**src/rtl/arp_pkg.sv**
```systemverilog
// Shared constants, field positions and state encoding for the ARP receive path.
// Field MSBs index into the 224-bit packet register, byte 0 at the top.
package arp_pkg;

    localparam int ARP_PKT_BITS = 224;

    localparam logic [15:0] ARP_HTYPE_ETH  = 16'h0001;
    localparam logic [15:0] ARP_PTYPE_IPV4 = 16'h0800;
    localparam logic [15:0] ARP_OPER_REQ   = 16'd1;
    localparam logic [15:0] ARP_OPER_REP   = 16'd2;
    localparam logic [7:0]  ARP_HLEN_ETH   = 8'd6;
    localparam logic [7:0]  ARP_PLEN_IPV4  = 8'd4;

    localparam int OFF_HTYPE = 0;
    localparam int OFF_PTYPE = 2;
    localparam int OFF_HLEN  = 4;
    localparam int OFF_PLEN  = 5;
    localparam int OFF_OPER  = 6;
    localparam int OFF_SHA   = 8;
    localparam int OFF_SPA   = 14;
    localparam int OFF_THA   = 18;
    localparam int OFF_TPA   = 24;

    localparam int MSB_HTYPE = ARP_PKT_BITS - 1 - 8 * OFF_HTYPE;
    localparam int MSB_PTYPE = ARP_PKT_BITS - 1 - 8 * OFF_PTYPE;
    localparam int MSB_HLEN  = ARP_PKT_BITS - 1 - 8 * OFF_HLEN;
    localparam int MSB_PLEN  = ARP_PKT_BITS - 1 - 8 * OFF_PLEN;
    localparam int MSB_OPER  = ARP_PKT_BITS - 1 - 8 * OFF_OPER;
    localparam int MSB_SHA   = ARP_PKT_BITS - 1 - 8 * OFF_SHA;
    localparam int MSB_SPA   = ARP_PKT_BITS - 1 - 8 * OFF_SPA;
    localparam int MSB_THA   = ARP_PKT_BITS - 1 - 8 * OFF_THA;
    localparam int MSB_TPA   = ARP_PKT_BITS - 1 - 8 * OFF_TPA;

    typedef enum logic [1:0] {
        COLLECT = 2'd0,
        CHECK   = 2'd1,
        EMIT    = 2'd2
    } arp_state_e;

endpackage

```
**src/rtl/arp_sat_counter.sv**
```systemverilog
// Saturating event counter: sticks at all-ones instead of wrapping.
module arp_sat_counter #(
    parameter int W = 16
) (
    input  logic         clk,
    input  logic         reset_n,
    input  logic         i_inc,
    output logic [W-1:0] o_count
);

    always_ff @(posedge clk or negedge reset_n) begin
        if (!reset_n) begin
            o_count <= '0;
        end else if (i_inc && (o_count != {W{1'b1}})) begin
            o_count <= o_count + 1'b1;
        end
    end

endmodule

```
**src/rtl/arp_rx_filter.sv**
```systemverilog
// ARP receive parser/filter: collects a 28-byte payload, validates it and
// issues independent cache-write and reply requests with valid/ready handshakes.
module arp_rx_filter
    import arp_pkg::*;
#(
    parameter int DATA_W     = 32,
    parameter int ACCEPT_ALL = 0,
    parameter int CNT_W      = 16
) (
    input  logic              clk,
    input  logic              reset_n,
    input  logic [31:0]       my_ip,
    input  logic              arp_valid,
    input  logic              arp_sop,
    input  logic [DATA_W-1:0] arp_data,
    output logic              arp_ready,
    output logic              w_en,
    input  logic              w_ready,
    output logic [31:0]       w_ip_addr,
    output logic [47:0]       w_mac_addr,
    output logic              send_en,
    input  logic              send_ready,
    output logic [31:0]       send_ip_addr,
    output logic [47:0]       send_mac_addr,
    output logic [CNT_W-1:0]  pkt_ok_cnt,
    output logic [CNT_W-1:0]  pkt_drop_cnt
);

    localparam int NW    = ARP_PKT_BITS / DATA_W;
    localparam int IDX_W = $clog2(NW);
    localparam logic [IDX_W-1:0] LAST = IDX_W'(NW - 1);

    arp_state_e r_state;
    arp_state_e w_next;

    logic [ARP_PKT_BITS-1:0] r_shift;
    logic [IDX_W-1:0]        r_idx;
    logic                    r_alive;

    logic w_xfer;
    logic w_valid_hdr;
    logic w_is_mine;
    logic w_do_write;
    logic w_do_reply;
    logic w_inc_ok;
    logic w_inc_drop;
    logic w_load;
    logic w_unused_tha;

    logic [15:0] w_htype;
    logic [15:0] w_ptype;
    logic [7:0]  w_hlen;
    logic [7:0]  w_plen;
    logic [15:0] w_oper;
    logic [47:0] w_sha;
    logic [31:0] w_spa;
    logic [31:0] w_tpa;

    assign w_htype = r_shift[MSB_HTYPE -: 16];
    assign w_ptype = r_shift[MSB_PTYPE -: 16];
    assign w_hlen  = r_shift[MSB_HLEN  -: 8];
    assign w_plen  = r_shift[MSB_PLEN  -: 8];
    assign w_oper  = r_shift[MSB_OPER  -: 16];
    assign w_sha   = r_shift[MSB_SHA   -: 48];
    assign w_spa   = r_shift[MSB_SPA   -: 32];
    assign w_tpa   = r_shift[MSB_TPA   -: 32];
    assign w_unused_tha = ^r_shift[MSB_THA -: 48];

    assign w_valid_hdr = (w_htype == ARP_HTYPE_ETH)
                      && (w_ptype == ARP_PTYPE_IPV4)
                      && (w_hlen == ARP_HLEN_ETH)
                      && (w_plen == ARP_PLEN_IPV4)
                      && ((w_oper == ARP_OPER_REQ) || (w_oper == ARP_OPER_REP));
    assign w_is_mine  = (w_tpa == my_ip);
    assign w_do_write = w_valid_hdr && ((ACCEPT_ALL != 0) || w_is_mine);
    assign w_do_reply = w_valid_hdr && (w_oper == ARP_OPER_REQ) && w_is_mine;

    // r_alive keeps arp_ready low while reset is held
    assign arp_ready = r_alive && (r_state == COLLECT);
    assign w_xfer    = arp_valid && arp_ready;

    always_ff @(posedge clk or negedge reset_n) begin
        if (!reset_n) begin
            r_state <= COLLECT;
            r_alive <= 1'b0;
        end else begin
            r_state <= w_next;
            r_alive <= 1'b1;
        end
    end

    always_comb begin
        w_next     = r_state;
        w_inc_ok   = 1'b0;
        w_inc_drop = 1'b0;
        w_load     = 1'b0;
        unique case (r_state)
            COLLECT: begin
                if (w_xfer && arp_sop && (r_idx != '0)) begin
                    w_inc_drop = 1'b1;
                end
                if (w_xfer && !arp_sop && (r_idx == LAST)) begin
                    w_next = CHECK;
                end
            end
            CHECK: begin
                if (w_do_write || w_do_reply) begin
                    w_inc_ok = 1'b1;
                    w_load   = 1'b1;
                    w_next   = EMIT;
                end else begin
                    w_inc_drop = 1'b1;
                    w_next     = COLLECT;
                end
            end
            EMIT: begin
                if ((!w_en || w_ready) && (!send_en || send_ready)) begin
                    w_next = COLLECT;
                end
            end
            default: w_next = COLLECT;
        endcase
    end

    // sop always restarts at word 0; a stray non-sop word at index 0 is dropped
    always_ff @(posedge clk or negedge reset_n) begin
        if (!reset_n) begin
            r_shift <= '0;
            r_idx   <= '0;
        end else if (w_xfer) begin
            if (arp_sop) begin
                r_shift <= {r_shift[ARP_PKT_BITS-DATA_W-1:0], arp_data};
                r_idx   <= IDX_W'(1);
            end else if (r_idx != '0) begin
                r_shift <= {r_shift[ARP_PKT_BITS-DATA_W-1:0], arp_data};
                r_idx   <= (r_idx == LAST) ? '0 : r_idx + 1'b1;
            end
        end
    end

    always_ff @(posedge clk or negedge reset_n) begin
        if (!reset_n) begin
            w_en          <= 1'b0;
            send_en       <= 1'b0;
            w_ip_addr     <= '0;
            w_mac_addr    <= '0;
            send_ip_addr  <= '0;
            send_mac_addr <= '0;
        end else if (w_load) begin
            w_en          <= w_do_write;
            send_en       <= w_do_reply;
            w_ip_addr     <= w_spa;
            w_mac_addr    <= w_sha;
            send_ip_addr  <= w_spa;
            send_mac_addr <= w_sha;
        end else begin
            if (w_en && w_ready) begin
                w_en <= 1'b0;
            end
            if (send_en && send_ready) begin
                send_en <= 1'b0;
            end
        end
    end

    arp_sat_counter #(.W(CNT_W)) u_ok_cnt (
        .clk     (clk),
        .reset_n (reset_n),
        .i_inc   (w_inc_ok),
        .o_count (pkt_ok_cnt)
    );

    arp_sat_counter #(.W(CNT_W)) u_drop_cnt (
        .clk     (clk),
        .reset_n (reset_n),
        .i_inc   (w_inc_drop),
        .o_count (pkt_drop_cnt)
    );

endmodule
```
**config.mk**
```make
export PLATFORM = sky130hd
export DESIGN_NAME = arp_rx_filter
export DESIGN_NICKNAME = d
export VERILOG_FILES = /design/src/rtl/arp_pkg.sv /design/src/rtl/arp_sat_counter.sv /design/src/rtl/arp_rx_filter.sv
export SDC_FILE = /design/constraint.sdc
export NUM_CORES = 1
export LEC_CHECK = 0
export CAP_MARGIN = 15
export CORE_AREA = 2 2 205 207
export DETAILED_ROUTE_END_ITERATION = 10
export DIE_AREA = 0 0 207 209
export PLACE_DENSITY_LB_ADDON = 0.15
export SYNTH_ARGS = -nofsm -noshare
export SYNTH_HDL_FRONTEND = slang
export SYNTH_SLANG_ARGS = --single-unit
```
**constraint.sdc**
```tcl
create_clock -name clk -period 6.7 [get_ports clk]
set_input_delay 0.67 -clock clk [delete_from_list [all_inputs] [get_ports clk]]
set_output_delay 0.67 -clock clk [all_outputs]
set_load 0.03 [all_outputs]
```
======== Word level (Yosys, flattened, before mapping) ========
Index checks and enable logic that the tools add are counted.
operators by class
  add/subtract/negate cells ............... 3
  equality and inequality tests ........... 14
  multiplexer cells ....................... 18
  reductions and logical operators ........ 32
operators with widths
  kind                                                    count
  2-to-1 mux 224 bit                                      2
  adder 16 x 1 -> 16 bit (second input constant)          2
  == test 16 x 1 -> 1 bit (second input constant)         2
  == test 32 bit                                          1
  inequality test 16 bit (second input constant)          2
  logical AND 1 bit                                       18
  == test 16 x 12 -> 1 bit (second input constant)        1
  == test 16 x 2 -> 1 bit (second input constant)         1
  == test 8 x 3 -> 1 bit (second input constant)          2
  2-to-1 mux 3 bit                                        3
  2-to-1 mux 1 bit                                        8
  2-to-1 mux 2 bit                                        3
  case mux 2 bit (3 select lines)                         1
  nonzero test 2 bit                                      3
  logical OR 1 bit                                        4
  AND reduction 2 bit                                     2
  adder 3 x 1 -> 3 bit (second input constant)            1
  == test 3 bit (second input constant)                   1
  zero test 1 bit                                         3
  nonzero test 3 bit                                      1
  == test 2 x 1 -> 1 bit (second input constant)          1
  == test 2 bit (second input constant)                   1
  zero test 2 bit                                         1
  inequality test 2 x 1 -> 1 bit (second input constant)  1
  2 further kinds                                         2
word-level totals
  bits in registers ....................... 344
  input bits .............................. 70
  word-level logic and storage cells ...... 77

======== Logic depth before layout (Yosys ltp) ========
  depth in word-level cells ............... 11
  mapped depth ............................ 8
  gate-level depth less buffers ........... 7

======== By module ========
Synthesis repeated with hierarchy kept, for this count alone.
unflattened totals
  cell total of the unflattened synthesis .. 1001
  area, all modules ....................... 15078.2 µm²
modules (own cells, without submodules)
  module           times used  cells each  area an instance (µm²)  seq. area each (µm²)
  arp_rx_filter    1           857         13359.1                 7807.5
  arp_sat_counter  2           72          859.6                   400.4

======== Worst setup path before layout ========
No wires, ideal clock.
  path kind ............................... in2reg
  start point ............................. input my_ip[2]
  end point ............................... register u_ok_cnt.o_count[12]
  library setup time ...................... 0.125 ns
  arrival time ............................ 2.251 ns
  required time ........................... 6.575 ns
  setup slack ............................. 4.324 ns
  stages on the path ...................... 7
  buffers on the path ..................... 1
  cell sequence ........................... xor2_1 -> nor4_1 -> and4_1 -> nand4_2 -> buf_2 -> nor3_1 -> mux2_2
between the ends
  longest elaborated chain between the ends .. 6
  elaborated cells on any way between the ends .. 7
RTL lines
  item                                         line                                      text
  start, declared                              arp_rx_filter.sv:12                       input logic [31:0] my_ip,
  == test 32 bit *                             arp_rx_filter.sv:74                       assign w_is_mine = (w_tpa == my_ip);
  logical AND 1 bit, on equally long branches  arp_rx_filter.sv:75, arp_rx_filter.sv:76
  logical OR 1 bit *                           arp_rx_filter.sv:107                      if (w_do_write || w_do_reply) begin
  2-to-1 mux 1 bit *                           arp_rx_filter.sv:107
  2-to-1 mux 1 bit *                           arp_rx_filter.sv:97                       unique case (r_state)
  logical AND 1 bit *                          arp_sat_counter.sv:14                     end else if (i_inc && (o_count != {W{1'b1}})) begin
  end signal, assigned                         arp_sat_counter.sv:15                     o_count <= o_count + 1'b1;
  end, declared                                arp_sat_counter.sv:8                      output logic [W-1:0] o_count
Mark *: on every way between the ends. The rest lies on a longest branch, timed or not.
A chain may end at the register's enable or synchronous reset.

======== Worst setup path after layout ========
  start point ............................. input my_ip[10]
  end point ............................... register send_ip_addr[5]
between the ends
  longest elaborated chain between the ends .. 5
  elaborated cells on any way between the ends .. 6
RTL lines
  item                                         line                                      text
  == test 32 bit *                             arp_rx_filter.sv:74
  logical AND 1 bit, on equally long branches  arp_rx_filter.sv:75, arp_rx_filter.sv:76
  logical OR 1 bit *                           arp_rx_filter.sv:107
  2-to-1 mux 1 bit *                           arp_rx_filter.sv:107
  2-to-1 mux 1 bit *                           arp_rx_filter.sv:97
  end signal, assigned                         arp_rx_filter.sv:154                      send_ip_addr <= w_spa;
  end, declared                                arp_rx_filter.sv:23                       output logic [31:0] send_ip_addr,
Marked as above.

==> results by group <==
Outcome
  • Outcome: finished, final reports clean

Final layout
  • Area growth, synth to finish: 26.7%
  • N_diodes: 0
  • Total Nets Final: 1245
  • Share of cells above drive strength 1: 0.309

Worst setup path
  • Startpoint types: input pin
  • Crit path depth: 7
  • CP endpoint kind: flop
  • Worst Path Max Fanout: 62
  • CP bufs+invs: 2
  • Worst Path Arrival: 3.96 ns
  • Max stage delay on crit path: 0.63 ns
  • WS Path Type: input pin to flop
  • R2R depth: 6
  • Top cell family by delay on the critical path: simple AND/OR/NAND/NOR gates
  • Critical Path RT: 7.11 ns
  • CP Cell Sequence: clkdlybuf4s50_1 > xor2_1 > nor4_1 > and4_1 > nand4_4 > buf_4 > mux2_2
  • Crit path max-delay cell type: buf_4

Placement
  • Gpl congestion: 0.744
  • Port Buf Inserts: 264
  • DP Worst Slack: 2.60 ns
  • Post-DP HPWL: 21.9 mm

Floorplanning
  • Chip Height: 209 um
  • Die Width: 207 um
  • Core area: 0.0413 mm2
  • Cell row count: 75
  • I/O pins: 265
  • Initial Util: 0.346
  • Total die area: 0.0433 mm2

STA
  • Clock Skew: 0.0109 ns
  • Slew Viols, Final: 0
  • Slew HR: 0.311
  • Fmax: 0.282 GHz
  • Post-layout minimum cycle time: 3.55 ns
  • PnR worst setup slack: 3.15 ns
  • Actual slew at the worst max-slew pin: 1.03 ns
  • Period utilization: 0.530
  • TNS Setup: 0 ns
  • Unrepaired setup endpoints after global routing: false
  • Finish-stage setup viols: 0
  • Hold Violations, Final: 0

Synthesis
  • Synthesized cell area: 0.0143 mm2
  • Count of different cell masters after synthesis: 40
  • Post-synthesis sequential area ratio: 0.603
  • Dominant synthesized flop cell: dfrtp_1
  • Ys async rst share: 1.00
  • Syn_area_per_cell: 14.6 um2
  • Post-synth net total: 1052
  • Post-Syn Instances: 980
  • Post-synth EDFFs: 0
  • Flops & latches, synth: 344
  • Yosys warns: 0

Clock tree
  • Maximum buffer depth of the clock tree: 3
  • Reg clk slew, reported paths: 0.05 ns
  • Clock sinks: 344
  • Resized cells post-CTS: 0
  • Setup bufs post-CTS: 0
  • Worst-skew pair later-pin latency: 0.53 ns
  • Num CTS Buffers: 39
  • Hold_buf cts: 0
  • Clock root cell: clkbuf_16
  • H-tree Lvls: 2
  • CTS tree: done

Global routing
  • Initial antenna violation count: 1
  • Vias in the first global route: 8362
  • Gr ovfl total: 0
  • Global-route wire length before repair: 49.9 mm
  • Pin count of the biggest net entering global routing: 152
  • GR Util All Layers: 0.147

Route
  • DR pass1 iterations: 4
  • Initial DRC count: 356
  • Vias: 8162
  • Routed Wire Length: 31.7 mm
  • Wire per inst: 18.3 um
  • DR DRC count: 0
  • Via density: 4.70
  • Post-route antenna net violation count: 0

Hold path
  • Hold Crit Class: input pin to asynchronous set/reset pin

Pwr
  • PD cells: 342 mW/mm2
  • Leakage power: 7.82 nW
  • Maximum vdd drop: 0.160 mV

Flow run
  • Max-capacitance violation count: 0
[registers in the layout (all words and copies together), names as in the netlist]
signal,flops
send_mac_addr,48
r_alive,1
u_ok_cnt.o_count,16
u_drop_cnt.o_count,16
w_en,1
r_state,2
r_idx,3
send_en,1
send_ip_addr,32
r_shift,224
[worst paths after layout]
| path | start | endpoint | slack (ns) |
|---|---|---|---|
| setup / recovery | my_ip[10] | send_ip_addr[5]$_DFFE_PN0P_ | 3.15 |
| setup reg to reg | r_shift[209]$_DFFE_PN0P_ | send_ip_addr[5]$_DFFE_PN0P_ | 3.28 |
| hold reg to reg | u_drop_cnt.o_count[10]$_DFFE_PN0P_ | u_drop_cnt.o_count[10]$_DFFE_PN0P_ | 0.49 |
| min in group clk | u_drop_cnt.o_count[10]$_DFFE_PN0P_ | u_drop_cnt.o_count[10]$_DFFE_PN0P_ | 0.49 |
| hold / removal | reset_n | u_ok_cnt.o_count[0]$_DFFE_PN0P_ | 0.21 |
| max in group asynchronous | reset_n | r_shift[36]$_DFFE_PN0P_ | 4.88 |
[metrics by stage]
step	area, um2	hold slack, ns	total power [W]	utilization	std cells
floorplan	14300	0.374	0.00380	-	980
global route	18100	0.254	0.00658	0.438	1737
global placement	16900	0.482	0.00424	0.410	1670
finish	18100	0.205	0.00620	0.438	1737
CTS	18100	0.229	0.00632	0.438	1736
detailed placement	16900	0.486	0.00428	0.410	1670
[power by group]
part	internal (W)	switching, W	leakage [nW]
Combinational	0.000636	0.000343	2.91
Sequential	0.00271	0.000524	4.33
Clock	0.00118	0.000806	0.570
Total	0.00452	0.00167	7.82
[routing by layer]
layer	track usage	part of all wire
met3	0.0251	0.038
met1	0.206	0.47
met4	0.0470	0.021
met2	0.234	0.47
met5	0	0
[Yosys cell counts (all sizes together), types with 2 or more instances]
cell / instances / area, um2
nand2b: 2 / 12.5
inv: 5 / 18.8
and3: 7 / 43.8
a21oi: 4 / 20.0
nor4: 22 / 171
o21ai: 3 / 15.0
clkbuf: 14 / 52.6
nor4bb: 2 / 20.0
and2: 2 / 12.5
o22ai: 3 / 18.8
dfrtp: 344 / 8610
nand3: 18 / 90.1
xnor2: 34 / 298
nand2: 14 / 52.6
nor2: 11 / 41.3
ha: 2 / 25.0
nor4b: 3 / 32.5
and4: 4 / 35.0
xor2: 28 / 245
mux2: 306 / 3450
nor3b: 3 / 22.5
buf: 105 / 722
nor3: 14 / 70.1
nand4: 21 / 138
[area by class of cell]
type | count | area [um2]
tap | 539 | 674
clock buffer | 62 | 1120
timing repair buffer | 271 | 2720
sequential | 344 | 8610
inverter | 5 | 18.8
multi-input combinational | 512 | 4900
clock inverter | 4 | 48.8
fill | 3864 | 23200
[placed cells by master, fill, tap and decap left out, drive strengths merged]
master         synthesis  layout
dfrtp                344     344
mux2                 306     306
clkdlybuf4s50          0     263
clkbuf                14      63
xnor2                 34      34
xor2                  28      28
nor4                  22      22
nand4                 21      21
nand3                 18      18
nor3                  14      14
nand2                 14      14
nor2                  11      11
and3                   7       7
buf                  105       7
inv                    5       6
and4                   4       4
a21oi                  4       4
nor3b                  3       3
o22ai                  3       3
o21ai                  3       3
nor4b                  3       3
nor4bb                 2       2
and2                   2       2
nand2b                 2       2
ha                     2       2
clkinv                 0       2
or3                    1       1
a31oi                  1       1
o22a                   1       1
or4                    1       1
or4b                   1       1
nand4b                 1       1
o31ai                  1       1
o41a                   1       1
bufinv                 0       1
conb                   1       1
[logic make-up after synthesis]
| kind of cell | share of synthesized area |
|---|---|
| flip-flops | 0.603 |
| multiplexers | 0.241 |
| AND/OR/NAND/NOR | 0.0542 |
| buffers and inverters | 0.0555 |
| XOR/XNOR | 0.0380 |
| AO/OA/AOI/OAI | 0.00613 |
| adder cells (fa/ha/maj) | 0.00175 |
| other | 0.000263 |
No activity file was read; power rests on OpenSTA's default activity.
